### src/rtl/tick_sched.sv
// tick_sched: multi-channel tick timer scheduler sharing divided timebases.
// Each channel arms on a selected base, takes its first qualified tick as the
// reference edge, counts load ticks and reports expiry (one-shot or periodic).
// clk_req keeps only the divider branches needed by ARM/RUN channels alive.
module tick_sched #(
  parameter int unsigned NCH  = 4,
  parameter int unsigned CNTW = 10,
  parameter int unsigned NTB  = 5
) (
  input  logic                  mclk,
  input  logic                  srstz,
  input  logic [NTB-1:0]        tick_en,
  input  logic [NTB-1:0]        clk_ack,
  output logic [NTB-1:0]        clk_req,
  input  logic [NCH-1:0]        ch_start,
  input  logic [NCH-1:0]        ch_stop,
  input  logic [NCH-1:0]        ch_periodic,
  input  logic [3*NCH-1:0]      ch_tbsel,
  input  logic [CNTW*NCH-1:0]   ch_load,
  output logic [NCH-1:0]        ch_busy,
  output logic [NCH-1:0]        ch_expire,
  output logic [NCH-1:0]        ch_err,
  output logic [NCH-1:0]        exp_sts,
  input  logic [NCH-1:0]        sts_clr,
  output logic                  irq
);

  localparam int unsigned SELW = 3;

  typedef enum logic [1:0] {ST_IDLE, ST_ARM, ST_RUN} st_t;

  st_t              st   [NCH];
  logic [SELW-1:0]  sel  [NCH];
  logic [CNTW-1:0]  ld   [NCH];
  logic [CNTW-1:0]  cnt  [NCH];
  logic [NCH-1:0]   per;

  logic [NCH-1:0]   qual;
  logic [NCH-1:0]   start_ok;
  logic [NCH-1:0]   start_bad;
  logic [NCH-1:0]   hit;
  logic [NCH-1:0]   act_nxt;
  logic [NTB-1:0]   req_nxt;
  logic [NCH-1:0]   sts_nxt;

  // Per-channel tick qualification, start decode, expiry hit and next-cycle activity.
  always_comb begin
    logic [SELW-1:0] tb;
    logic [SELW-1:0] nsel;
    qual      = '0;
    start_ok  = '0;
    start_bad = '0;
    hit       = '0;
    act_nxt   = '0;
    req_nxt   = '0;
    tb        = '0;
    nsel      = '0;
    for (int i = 0; i < NCH; i++) begin
      tb = ch_tbsel[SELW*i +: SELW];
      for (int b = 0; b < NTB; b++) begin
        if (sel[i] == SELW'(b)) qual[i] = tick_en[b] & clk_ack[b];
      end
      start_ok[i]  = (st[i] == ST_IDLE) && ch_start[i] && !ch_stop[i] && (tb <= SELW'(NTB-1));
      start_bad[i] = (st[i] == ST_IDLE) && ch_start[i] && !ch_stop[i] && (tb >  SELW'(NTB-1));
      hit[i]       = (st[i] == ST_RUN) && qual[i] && !ch_stop[i] && (cnt[i] <= CNTW'(1));
      case (st[i])
        ST_IDLE: act_nxt[i] = start_ok[i];
        ST_ARM:  act_nxt[i] = !ch_stop[i];
        ST_RUN:  act_nxt[i] = !ch_stop[i] && !(hit[i] && !per[i]);
        default: act_nxt[i] = 1'b0;
      endcase
      nsel = start_ok[i] ? tb : sel[i];
      for (int b = 0; b < NTB; b++) begin
        if (act_nxt[i] && (nsel == SELW'(b))) req_nxt[b] = 1'b1;
      end
    end
    sts_nxt = (exp_sts & ~sts_clr) | hit;
  end

  // Channel FSMs, counters and all registered outputs.
  always_ff @(posedge mclk or negedge srstz) begin
    if (!srstz) begin
      for (int i = 0; i < NCH; i++) begin
        st[i]  <= ST_IDLE;
        sel[i] <= '0;
        ld[i]  <= '0;
        cnt[i] <= '0;
      end
      per       <= '0;
      clk_req   <= '0;
      ch_busy   <= '0;
      ch_expire <= '0;
      ch_err    <= '0;
      exp_sts   <= '0;
      irq       <= 1'b0;
    end else begin
      for (int i = 0; i < NCH; i++) begin
        if (ch_stop[i]) begin
          st[i]  <= ST_IDLE;
          cnt[i] <= '0;
        end else begin
          case (st[i])
            ST_IDLE: begin
              if (start_ok[i]) begin
                st[i]  <= ST_ARM;
                sel[i] <= ch_tbsel[SELW*i +: SELW];
                ld[i]  <= ch_load[CNTW*i +: CNTW];
                per[i] <= ch_periodic[i];
              end
            end
            ST_ARM: begin
              if (qual[i]) begin
                cnt[i] <= ld[i];
                st[i]  <= ST_RUN;
              end
            end
            ST_RUN: begin
              if (qual[i]) begin
                if (cnt[i] <= CNTW'(1)) begin
                  if (per[i]) begin
                    cnt[i] <= ld[i];
                  end else begin
                    cnt[i] <= '0;
                    st[i]  <= ST_IDLE;
                  end
                end else begin
                  cnt[i] <= cnt[i] - CNTW'(1);
                end
              end
            end
            default: st[i] <= ST_IDLE;
          endcase
        end
      end
      ch_busy   <= act_nxt;
      ch_expire <= hit;
      ch_err    <= start_bad;
      clk_req   <= req_nxt;
      exp_sts   <= sts_nxt;
      irq       <= |sts_nxt;
    end
  end

endmodule

### config.mk
export PLATFORM = sky130hd
export DESIGN_NAME = tick_sched
export DESIGN_NICKNAME = d
export VERILOG_FILES = /design/src/rtl/tick_sched.sv
export SDC_FILE = /design/constraint.sdc
export NUM_CORES = 1
export LEC_CHECK = 0
export CAP_MARGIN = 20
export CORE_MARGIN = 5
export CORE_UTILIZATION = 35
export DETAILED_ROUTE_END_ITERATION = 16
export PLACE_DENSITY_LB_ADDON = 0.15
export SYNTH_ARGS = -nofsm -noshare
export SYNTH_HDL_FRONTEND = slang
export SYNTH_SLANG_ARGS = --single-unit
### constraint.sdc
create_clock -name mclk -period 5.25 [get_ports mclk]
set_input_delay 0.7875 -clock mclk [delete_from_list [all_inputs] [get_ports mclk]]
set_output_delay 0.7875 -clock mclk [all_outputs]
set_load 0.1 [all_outputs]
* After elaboration in Yosys (flattened, before gate mapping)
Index checks and enable logic that the tools add are counted. W data, S select, Z words.
Word-level totals: register bits after elaboration 126, output and inout port bits 22
Operators by class: add/subtract/negate cells 4, $lt $le $gt $ge 12, equal/unequal tests 60, muxes and demuxes 100, bitwise logic cells 12, reduce and logical (&&, ||, !) cells 101
Operators by type and width (number):
- $mux W10 | 20
- $pmux W10 S2 | 4
- $logic_and A1 B1 Y1 | 56
- $eq A3 B2 Y1 const B | 16
- $mux W2 | 24
- $ne A3 B3 Y1 const B | 16
- $le A10 B1 Y1 const B | 4
- $mux W1 | 40
- $sub A10 B1 Y10 const B | 4
- $eq A3 B1 Y1 const B | 8
- $eq A3 B3 Y1 const B | 8
- $logic_not A3 Y1 | 8
- $pmux W2 S3 | 4
- $reduce_and A3 Y1 | 8
- $reduce_and A5 Y1 | 4
- $gt A3 B3 Y1 const B | 4
- $le A3 B3 Y1 const B | 4
- $logic_not A1 Y1 | 12
- $mux W3 | 4
- $ne A3 B2 Y1 const B | 4
- $pmux W1 S3 | 4
- $reduce_bool A3 Y1 | 4
- $eq A2 B1 Y1 const B | 4
- $eq A2 B2 Y1 const B | 4
- other kinds (8) | 21

* Logic depth before layout (Yosys ltp)
word-level depth 18, mapped depth 9, depth with buffers taken out 8

* Worst setup path after synthesis
Ideal clock, no wire load.
path kind input to register, from input port ch_stop[0], to register clk_req[2], data arrival time 2.288 ns, slack 2.827 ns, cell stages on the path 7, path buffers 1, cells stage by stage clkbuf_1 -> or4b_1 -> nor3_1 -> o22ai_1 -> and3_1 -> a22oi_1 -> o211ai_1
On the way: longest elaborated chain between the ends 12, elaborated cells on any way between the ends 16, classes of those cells 1 x eq/ne; 6 x mux; 9 x reduce/logical
RTL lines:
- start, declared | RTL line 16 | input logic [NCH-1:0] ch_stop,
- $logic_not A1 Y1 *
- $logic_and A1 B1 Y1 (2 in series) | RTL line 65 | hit[i] = (st[i] == ST_RUN) && qual[i] && !ch_stop[i] && (cnt[i] <= CNTW'(1));
- $logic_and A1 B1 Y1 | RTL line 69 | ST_RUN: act_nxt[i] = !ch_stop[i] && !(hit[i] && !per[i]);
- $logic_not A1 Y1 | RTL line 69
- $logic_and A1 B1 Y1 | RTL line 69
- $pmux W1 S3 | RTL line 66 | case (st[i])
- $logic_and A1 B1 Y1 * | RTL line 74 | if (act_nxt[i] && (nsel == SELW'(b))) req_nxt[b] = 1'b1;
- $mux W1 * (4 in series) | RTL line 74
- named net req_nxt[2] | RTL line 43 | logic [NTB-1:0] req_nxt;
- end signal, assigned | RTL line 138 | clk_req <= req_nxt;
- end, declared | RTL line 14 | output logic [NTB-1:0] clk_req,
Mark *: on every way through the listed nets, which the timed path passes. The rest lies on a longest branch. A chain may end at the register's enable or synchronous reset.

* Final worst setup path
from input port ch_stop[1], to register clk_req[1]
On the way: longest elaborated chain between the ends 11, elaborated cells on any way between the ends 15, classes of those cells 1 x eq/ne; 5 x mux; 9 x reduce/logical
RTL lines:
- $logic_not A1 Y1 *
- $logic_and A1 B1 Y1 (2 in series) | RTL line 65
- $logic_and A1 B1 Y1 | RTL line 69
- $logic_not A1 Y1 | RTL line 69
- $logic_and A1 B1 Y1 | RTL line 69
- $pmux W1 S3 * | RTL line 66
- named net act_nxt[1] | RTL line 42 | logic [NCH-1:0] act_nxt;
- $logic_and A1 B1 Y1 * | RTL line 74
- $mux W1 * (3 in series) | RTL line 74
- named net req_nxt[1] | RTL line 43
Marked as above.

==> metrics <==
warnings from Yosys 0; Die Y 148.8 um; Clock Latency Late Sink 0.41 ns; Leakage 3.622 nW; number of global-route vias before repair 5898; initial antenna violation count 0; crit path DAT 3.52 ns; largest net degree at the start of global routing 51; initial core utilization 35.79%; H-tree level count 4; Hold Buf Count CTS 0; Tmin final 3.200 ns; Global Route Usage Sum 17.05%; Slew Viols, Final 0; Worst Tran Pin Value 1.041 ns; Pwr Density 385.3 nW/um^2; sum of negative setup slack 0 ns; status finished, final reports clean; clock sink total 126; Final Skew 0.009795 ns; unrepaired setup endpoints after global routing false; PostCTS Resize Cnt 0; Fmax 0.3125 GHz; post-CTS setup buffers 0; Worst-path clk slew 0.06 ns; Power, Total 3.289 mW; CTS tree yes; final net count 882; synthesized instance count 698; Synth Cell Area 6740 um^2; # IOs 102; commonest non-fill, non-tap cell in the layout dfrtp_1; Hold/Removal Path Class in2async; layout cell share with drive strength beyond 1 9.926%; post-synthesis register bit count 126; Wirelength per Cell 17.25 um; FFs w/ async S/R, synth 100.0%; number of flops mapped to enable cells by yosys 0; most frequent cells in the layout dfrtp_1, clkdlybuf4s50_1, nor2_1; Top FF cell, synth dfrtp_1; crit start category input pin; period utilization 60.96%; vias per cell 5.387; DR vias 5743; Mapped Nets 786; Reg-to-Reg End cnt[37]; area delta synth->final 26.66%; clock buffer depth 2; reg2reg start sel[10]; Worst Path Max Fanout 16; Iter 0 DRT Violations 386; Setup crit end kind flip-flop; # rows 50; max_cap viols 0; # diodes 0; worst ir drop on vdd 0.2405 mV; crit path kind in2reg; reg2reg path depth 5; register-to-register setup slack 2.75 ns; GR Overflow Total 0; DR pass1 iterations 4; post-synthesis sequential area ratio 46.78%; DP Wirelength 13410 um; synth unique cells 70; Die X 148.8 um; Slew HR 30.35%; Die Footprint 22130 um^2; Avg Cell Area, Syn 9.656 um^2; DRT antenna net count 0; Worst Path Required 5.57 ns; first-pass GRT wire length 30260 um; Final Hold Vio Count 0; GPL Wtd Cong 0.8479; core area 18830 um^2; Detailed Route WL 18390 um; # DRC 0; CTS Buf Count 17; WHS 0.3107 ns; Buffers on Ports 101; CTS Root Buffer Type clkbuf_16; final setup fails 0
cells by family (layout without fill, tap and decap cells):
group / count (synthesis) / in the layout / share of synthesized area (%)
compound gates: 176 / 176 / 18.32
xor+xnor: 16 / 16 / 2.079
fa+ha+maj: 8 / 8 / 1.485
buf+inv: 56 / 164 / 3.360
flops: 126 / 126 / 46.78
mux: 39 / 39 / 6.479
simple gates: 277 / 277 / 21.50
sequential cells by signal, indices dropped and copies added (netlist names):
register	cells
sel	12
cnt	40
exp_sts	4
st	8
ld	40
ch_err	4
ch_busy	4
ch_expire	4
irq	1
per	4
clk_req	5
layer usage:
| metal | wire [um] | part of all wire (%) | global-route usage (%) | vias to the layer above |
|---|---|---|---|---|
| li1 | - | - | - | 2773 |
| met1 | 8369 | 46 | 22.17 | 2810 |
| met2 | 8842 | 48 | 27.42 | 131 |
| met3 | 815 | 4.4 | 4.558 | 29 |
| met4 | 362 | 2.0 | 6.270 | 0 |
| met5 | 0 | 0 | 0 | - |
Yosys cell counts, drive strengths merged, types with 4 or more instances:
cell type	number	area [um^2]
a211oi	16	120.1
a21o	9	67.56
a21oi	37	188.9
a221oi	16	140.1
a22oi	10	75.07
a32o	5	50.05
and2	6	37.54
and3	6	38.79
and4b	8	80.08
buf	8	46.30
clkbuf	20	75.07
dfrtp	126	3153
ha	8	100.1
inv	28	105.1
mux2	37	416.7
nand2	68	262.8
nand2b	14	87.58
nand3	12	60.06
nand4b	6	52.55
nor2	72	270.3
nor2b	7	43.79
nor3	33	165.2
nor4	12	87.58
nor4bb	4	40.04
o211ai	4	30.03
o21ai	32	160.2
o31ai	5	37.54
o32ai	6	52.55
or2	5	31.28
or3	5	31.28
or4	4	37.53
or4b	4	40.04
xnor2	5	43.79
xor2	11	96.34
power breakdown:
part | switching [mW] | internal, mW
Combinational | 0.524 | 0.378
Clock | 0.423 | 0.697
Sequential | 0.145 | 1.12
Total | 1.09 | 2.20
worst max-delay path by stage:
stage,start,endpoint,slack [ns]
after floorplan,ch_stop[0],clk_req[2],2.83
after global placement,ch_stop[0],clk_req[3],1.76
after detailed placement,ch_stop[0],clk_req[3],1.61
after CTS,ch_stop[0],clk_req[3],2.04
after global routing,ch_stop[0],clk_req[3],1.84
final,ch_stop[1],clk_req[1],2.05
critical path, cell delays in order:
cell and delay (ns):
clkdlybuf4s50_1 0.70, or4b_1 0.73, nand2b_1 0.54, o21ai_0 0.21, o21a_1 0.25, nand2_1 0.08, o221ai_1 0.21
cell type report:
class	count	area, um^2
clock inverter	6	58.81
clock buffer	25	495.5
tap	260	325.3
timing repair buffer	105	1039
sequential	126	3153
inverter	28	105.1
fill	1776	10290
multi-input combinational	516	3361
metrics by stage:
| step | std cells | setup WS (ns) | instance area [um^2] | util (%) |
|---|---|---|---|---|
| 6_report | 1066 | 2.050 | 8537 | 45.34 |
| 3_5_place_dp | 1035 | 1.605 | 7983 | 42.39 |
| 3_3_place_gp | 1035 | 1.757 | 7983 | 42.39 |
| 4_1_cts | 1066 | 2.044 | 8537 | 45.34 |
| 2_1_floorplan | 698 | 2.827 | 6740 | - |
| 5_1_grt | 1066 | 1.838 | 8537 | 45.34 |
Note: power is estimated with default switching activity, not from simulation.
==> RTL change 1, RTL diff (same flow settings) <==
The parameter `CNTW` goes from 10 to 20.
--- a/src/rtl/tick_sched.sv
+++ b/src/rtl/tick_sched.sv
@@ -6,3 +6,3 @@
   parameter int unsigned NCH  = 4,
-  parameter int unsigned CNTW = 10,
+  parameter int unsigned CNTW = 20,
   parameter int unsigned NTB  = 5
Ports: changed (resized ch_load); port bits go from 102 to 142. No check against the original RTL was run, so the function may have changed too.
==> RTL change 1 against the unedited design <==
  * Final area up 56%
  * Final cell count up 65%
  * Setup slack improved by 0.087 ns
  * Area after synthesis up 59%
  * Synthesized cell count increased by 76%
  * Total power rose by 62%
  * Sequential cell count up 80
  * Critical path type unchanged
  * Die area up 55%
  * Routed wire length grew 69%
  * Highest routed layer is now met5
==> RTL change 1: results (changes against the unedited design) <==
Synthesis
  – Synth Area in XOR/XNOR: 1.88% (was 2.08%)
  – Syn nets: 1353 (was 786)
  – Synth cell count leaders: nand2_1 (299), dfrtp_1 (206), nor2_1 (90), nor3_1 (61), a21oi_1 (60) (was dfrtp_1 (126), nor2_1 (72), nand2_1 (67), mux2_2 (37), a21oi_1 (36))
  – Synth Area in Compound Gates: 17.4% (was 18.3%)
  – Mean Syn Cell Area: 8.77 um2 (was 9.66 um2)

Detailed routing
  – Initial DRC Count: 608 (was 386)
  – WL/cell: 17.7 um (was 17.3 um)
  – WL met3: 1.81 mm (was 815 um)
  – Total wire length: 31.1 mm (was 18.4 mm)

Global route
  – Initial antenna violation count: 3 (was 0)
  – First-pass GRT wire length: 50.2 mm (was 30.3 mm)
  – GRT met2 Usage: 27.6% (was 27.4%)

Status
  – Outcome: finished, final reports clean (unchanged)

Critical path
  – Crit path max fanout: 17 (was 16)
  – Worst stage delay on the critical path: 0.76 ns (was 0.73 ns)

Power
  – Sequential power: 2.05 mW (was 1.27 mW)
  – Sequential share of power: 38.6% (was 38.5%)
  – Clock power share: 32.8% (was 34.0%)

Clock network
  – Clock Tree Buf Depth: 3 (was 2)
  – TritonCTS buffer count: 25 (was 17)
  – Clk Latency, worst-skew pair: 0.52 ns (was 0.41 ns)

Timing
  – Slew HR: 31.7% (was 30.3%)

Placement
  – IO Port Bufs: 141 (was 101)
  – Gpl congestion: 0.802 (was 0.848)
  – DPL Wire Length: 21.2 mm (was 13.4 mm)

Finish
  – Layout cell share with drive strength beyond 1: 6.11% (was 9.93%)
  – Number of nets in the final layout: 1472 (was 882)
## RTL change 1: cell types whose count changed in the layout (fill, tap and decap cells not counted), moves of 14 or more
cell / change
a21oi_1: +24
buf_4: +14
clkdlybuf4s50_1: +40
dfrtp_1: +80
mux2_2: -34
nand2_1: +232
nor2_1: +18
nor3_1: +28
o22ai_1: +15
## RTL change 1: area by class of cell
cell class                      count  area (um2)
Clock inverter                      6         105
Clock buffer                       35         713
Tap cell                          396         495
Inverter                           39         146
Multi-Input combinational cell    912        5170
Timing Repair Buffer              160        1560
Fill cell                        3000       17100
Sequential cell                   206        5150
## RTL change 1: worst paths after layout
kind                       startpoint       to  slack, ns  depth (start not counted)
min in group mclk              ld[67]   ld[67]       0.47                          2
min reg2reg                    ld[67]   ld[67]       0.47                          2
max in group asynchronous       srstz  cnt[26]       3.81                          2
max                        tick_en[1]   cnt[4]       2.14                          7
max reg2reg                   cnt[47]  cnt[49]       2.28                          6
min                             srstz   ld[75]       0.38                          1
==> RTL change 2, RTL diff (config.mk and constraints unchanged) <==
Without the edit above. Register the output `ch_err` once more, with the module's reset; this adds one clock of latency there. The other outputs are not delayed to match.
--- a/src/rtl/tick_sched.sv
+++ b/src/rtl/tick_sched.sv
@@ -30,2 +30,4 @@
   typedef enum logic [1:0] {ST_IDLE, ST_ARM, ST_RUN} st_t;
+
+  logic [NCH-1:0] ch_err_s0;
 
@@ -92,3 +94,3 @@
       ch_expire <= '0;
-      ch_err    <= '0;
+      ch_err_s0 <= '0;
       exp_sts   <= '0;
@@ -136,3 +138,3 @@
       ch_expire <= hit;
-      ch_err    <= start_bad;
+      ch_err_s0 <= start_bad;
       clk_req   <= req_nxt;
@@ -143,2 +145,10 @@
 
+  always_ff @(posedge mclk or negedge srstz) begin
+    if (!srstz) begin
+      ch_err <= '0;
+    end else begin
+      ch_err <= ch_err_s0;
+    end
+  end
+
 endmodule
Function: changed (a bounded check fails within 4 cycles, from zero or initial values and one cycle with srstz low).
==> RTL change 2 against the unedited design <==
  * Count of clock-buffer cells in the layout is 5 lower
  * Clock skew hardly changed
  * Routed wire length is 1.4% higher
  * Final area is 3.5% higher
  * Non-clock buffer count is 3 higher
  * Area after synthesis is 2.6% higher
  * Total power is 13% higher
  * Critical path depth stayed put
  * Combinational power is 16% higher
  * Setup slack worse by 0.35 ns
  * Clock power is 19% higher
  * Sequential cell count is 4 higher
  * Synthesized cell count is 1.9% higher
  * Via count is 2.0% higher
  * Critical endpoint is now clk_req[2]
  * Largest cell class unchanged
==> RTL change 2: results (changes against the unedited design) <==
Detailed routing
  – Vias/cell: 5.41 (was 5.39)
  – WL/cell: 17.2 um (was 17.3 um)
  – Initial DRC Count: 507 (was 386)
  – Initial DRT Pass Iterations: 4 (unchanged)

Synthesis
  – Adder-Cell Fraction of Synth Area: 1.45% (was 1.49%)
  – Async SR Flop Fraction: 100% (unchanged)
  – Synth cell count leaders: dfrtp_1 (130), nand2_1 (66), nor2_1 (64), mux2_2 (38), o21ai_0 (37) (was dfrtp_1 (126), nor2_1 (72), nand2_1 (67), mux2_2 (37), a21oi_1 (36))
  – Mux contribution to synthesized area: 6.55% (was 6.48%)
  – Synth Area in Compound Gates: 18.6% (was 18.3%)
  – Synth Area in XOR/XNOR: 1.39% (was 2.08%)
  – Yosys cell types: 77 (was 70)
  – Synth top area cells: dfrtp_1 (47%), mux2_2 (6.2%), nand2_1 (3.6%), nor2_1 (3.5%), o21ai_0 (2.7%) (was dfrtp_1 (47%), mux2_2 (6.2%), nor2_1 (4.0%), nand2_1 (3.7%), a21oi_1 (2.7%))
  – Syn nets: 799 (was 786)
  – Register area share after synthesis: 47.0% (was 46.8%)

Placement
  – Post-DP Area: 8150 um2 (was 7980 um2)
  – IO Port Bufs: 101 (unchanged)
  – Gpl congestion: 0.854 (was 0.848)
  – DPL Wire Length: 13.6 mm (was 13.4 mm)
  – Placement Setup Slack: 1.30 ns (was 1.61 ns)

Clock network
  – CTS root buffer: clkbuf_16 (unchanged)
  – TritonCTS buffer count: 17 (unchanged)
  – H-tree Lvls: 4 (unchanged)
  – Clock Tree Buf Depth: 2 (unchanged)
  – Clk slew on worst S/H paths: 0.06 ns (about the same)
  – CTS resizes: 0 (unchanged)

Global route
  – Largest net degree at the start of global routing: 56 (was 51)
  – GRT Util Overall: 17.1% (was 17.0%)
  – Vias in the first global route: 6026 (was 5898)
  – Initial antenna violation count: 0 (unchanged)
  – First-pass GRT wire length: 30.7 mm (was 30.3 mm)

Finish
  – Number of nets in the final layout: 892 (was 882)
  – Layout cell share with drive strength beyond 1: 12.1% (was 9.93%)
  – Top Registers: cnt x40, ld x40, sel x12 (unchanged)
  – Antenna cells: 0 (unchanged)

Status
  – Outcome: finished, final reports clean (unchanged)

Critical path
  – RR Endpoint: clk_req[2] (was cnt[37])
  – Crit path max fanout: 17 (was 16)
  – Worst Path Arrival: 3.89 ns (was 3.52 ns)
  – Reg2reg path depth: 6 (was 5)
  – R2r startpoint: st[5] (was sel[10])
  – R2r setup slk: 2.41 ns (was 2.75 ns)
  – CP endpoint kind: register (unchanged)

Power
  – Maximum vdd drop: 223 uV (was 241 uV)
  – Leak Pwr: 3.74 nW (was 3.62 nW)

Min path
  – Hold Path Class: input port to async pin (unchanged)

Timing
  – Final Skew: 0.00968 ns (was 0.00979 ns)
  – Slew HR: 32.9% (was 30.3%)
  – Tcrit/Tclk final: 67.5% (was 61.0%)
[RTL change 2: worst max-delay path, cell delays in order]
cell	delay, ns
clkdlybuf4s50_1	0.70
or4b_1	0.73
nand2b_1	0.56
mux2_2	0.47
a311oi_1	0.39
o211ai_1	0.14
nand4_1	0.11
[RTL change 2: final cells by class]
| cell class | count | area (um2) |
|---|---|---|
| Multi-Input combinational cell | 515 | 3400 |
| Fill cell | 1820 | 10600 |
| Inverter | 32 | 120 |
| Sequential cell | 130 | 3250 |
| Clock inverter | 12 | 205 |
| Tap cell | 265 | 332 |
| Timing Repair Buffer | 108 | 1060 |
| Clock buffer | 20 | 457 |
[RTL change 2: worst min path at each step]
stage / slack, ns / startpoint / endpoint / depth (start not counted)
global route: 0.33 / srstz / cnt[4] / 1
floorplan: 0.33 / ch_err_s0[0] / ch_err[0] / 0
detailed placement: 0.33 / ch_err_s0[2] / ch_err[2] / 0
finish: 0.31 / srstz / cnt[4] / 1
CTS: 0.32 / srstz / cnt[4] / 1
global placement: 0.34 / ch_err_s0[2] / ch_err[2] / 0
[RTL change 2: per-layer routing]
layer | vias up | GRT usage (%) | share of wire (%)
met5 | - | 0 | 0
met4 | 0 | 4.99 | 1.4
met3 | 17 | 4.55 | 5.2
met2 | 158 | 27.5 | 48
met1 | 2861 | 22.6 | 46
li1 | 2820 | - | -
[RTL change 2: cell families (layout without fill, tap and decap cells)]
kind of cell	Yosys count	count (layout)
compound gates	183	183
xor+xnor	11	11
fa+ha+maj	8	8
buf+inv	66	172
flops	130	130
mux	40	40
simple gates	273	273
[RTL change 2: stage by stage]
stage / cells / hold slack (ns)
finish: 1082 / 0.310
global route: 1082 / 0.332
CTS: 1080 / 0.316
detailed placement: 1048 / 0.335
global placement: 1046 / 0.335
floorplan: 711 / 0.331
[RTL change 2: power by group]
group          internal, mW  switching (mW)
Clock                 0.869           0.456
Sequential             1.17           0.159
Combinational         0.444           0.604
Total                  2.49            1.22
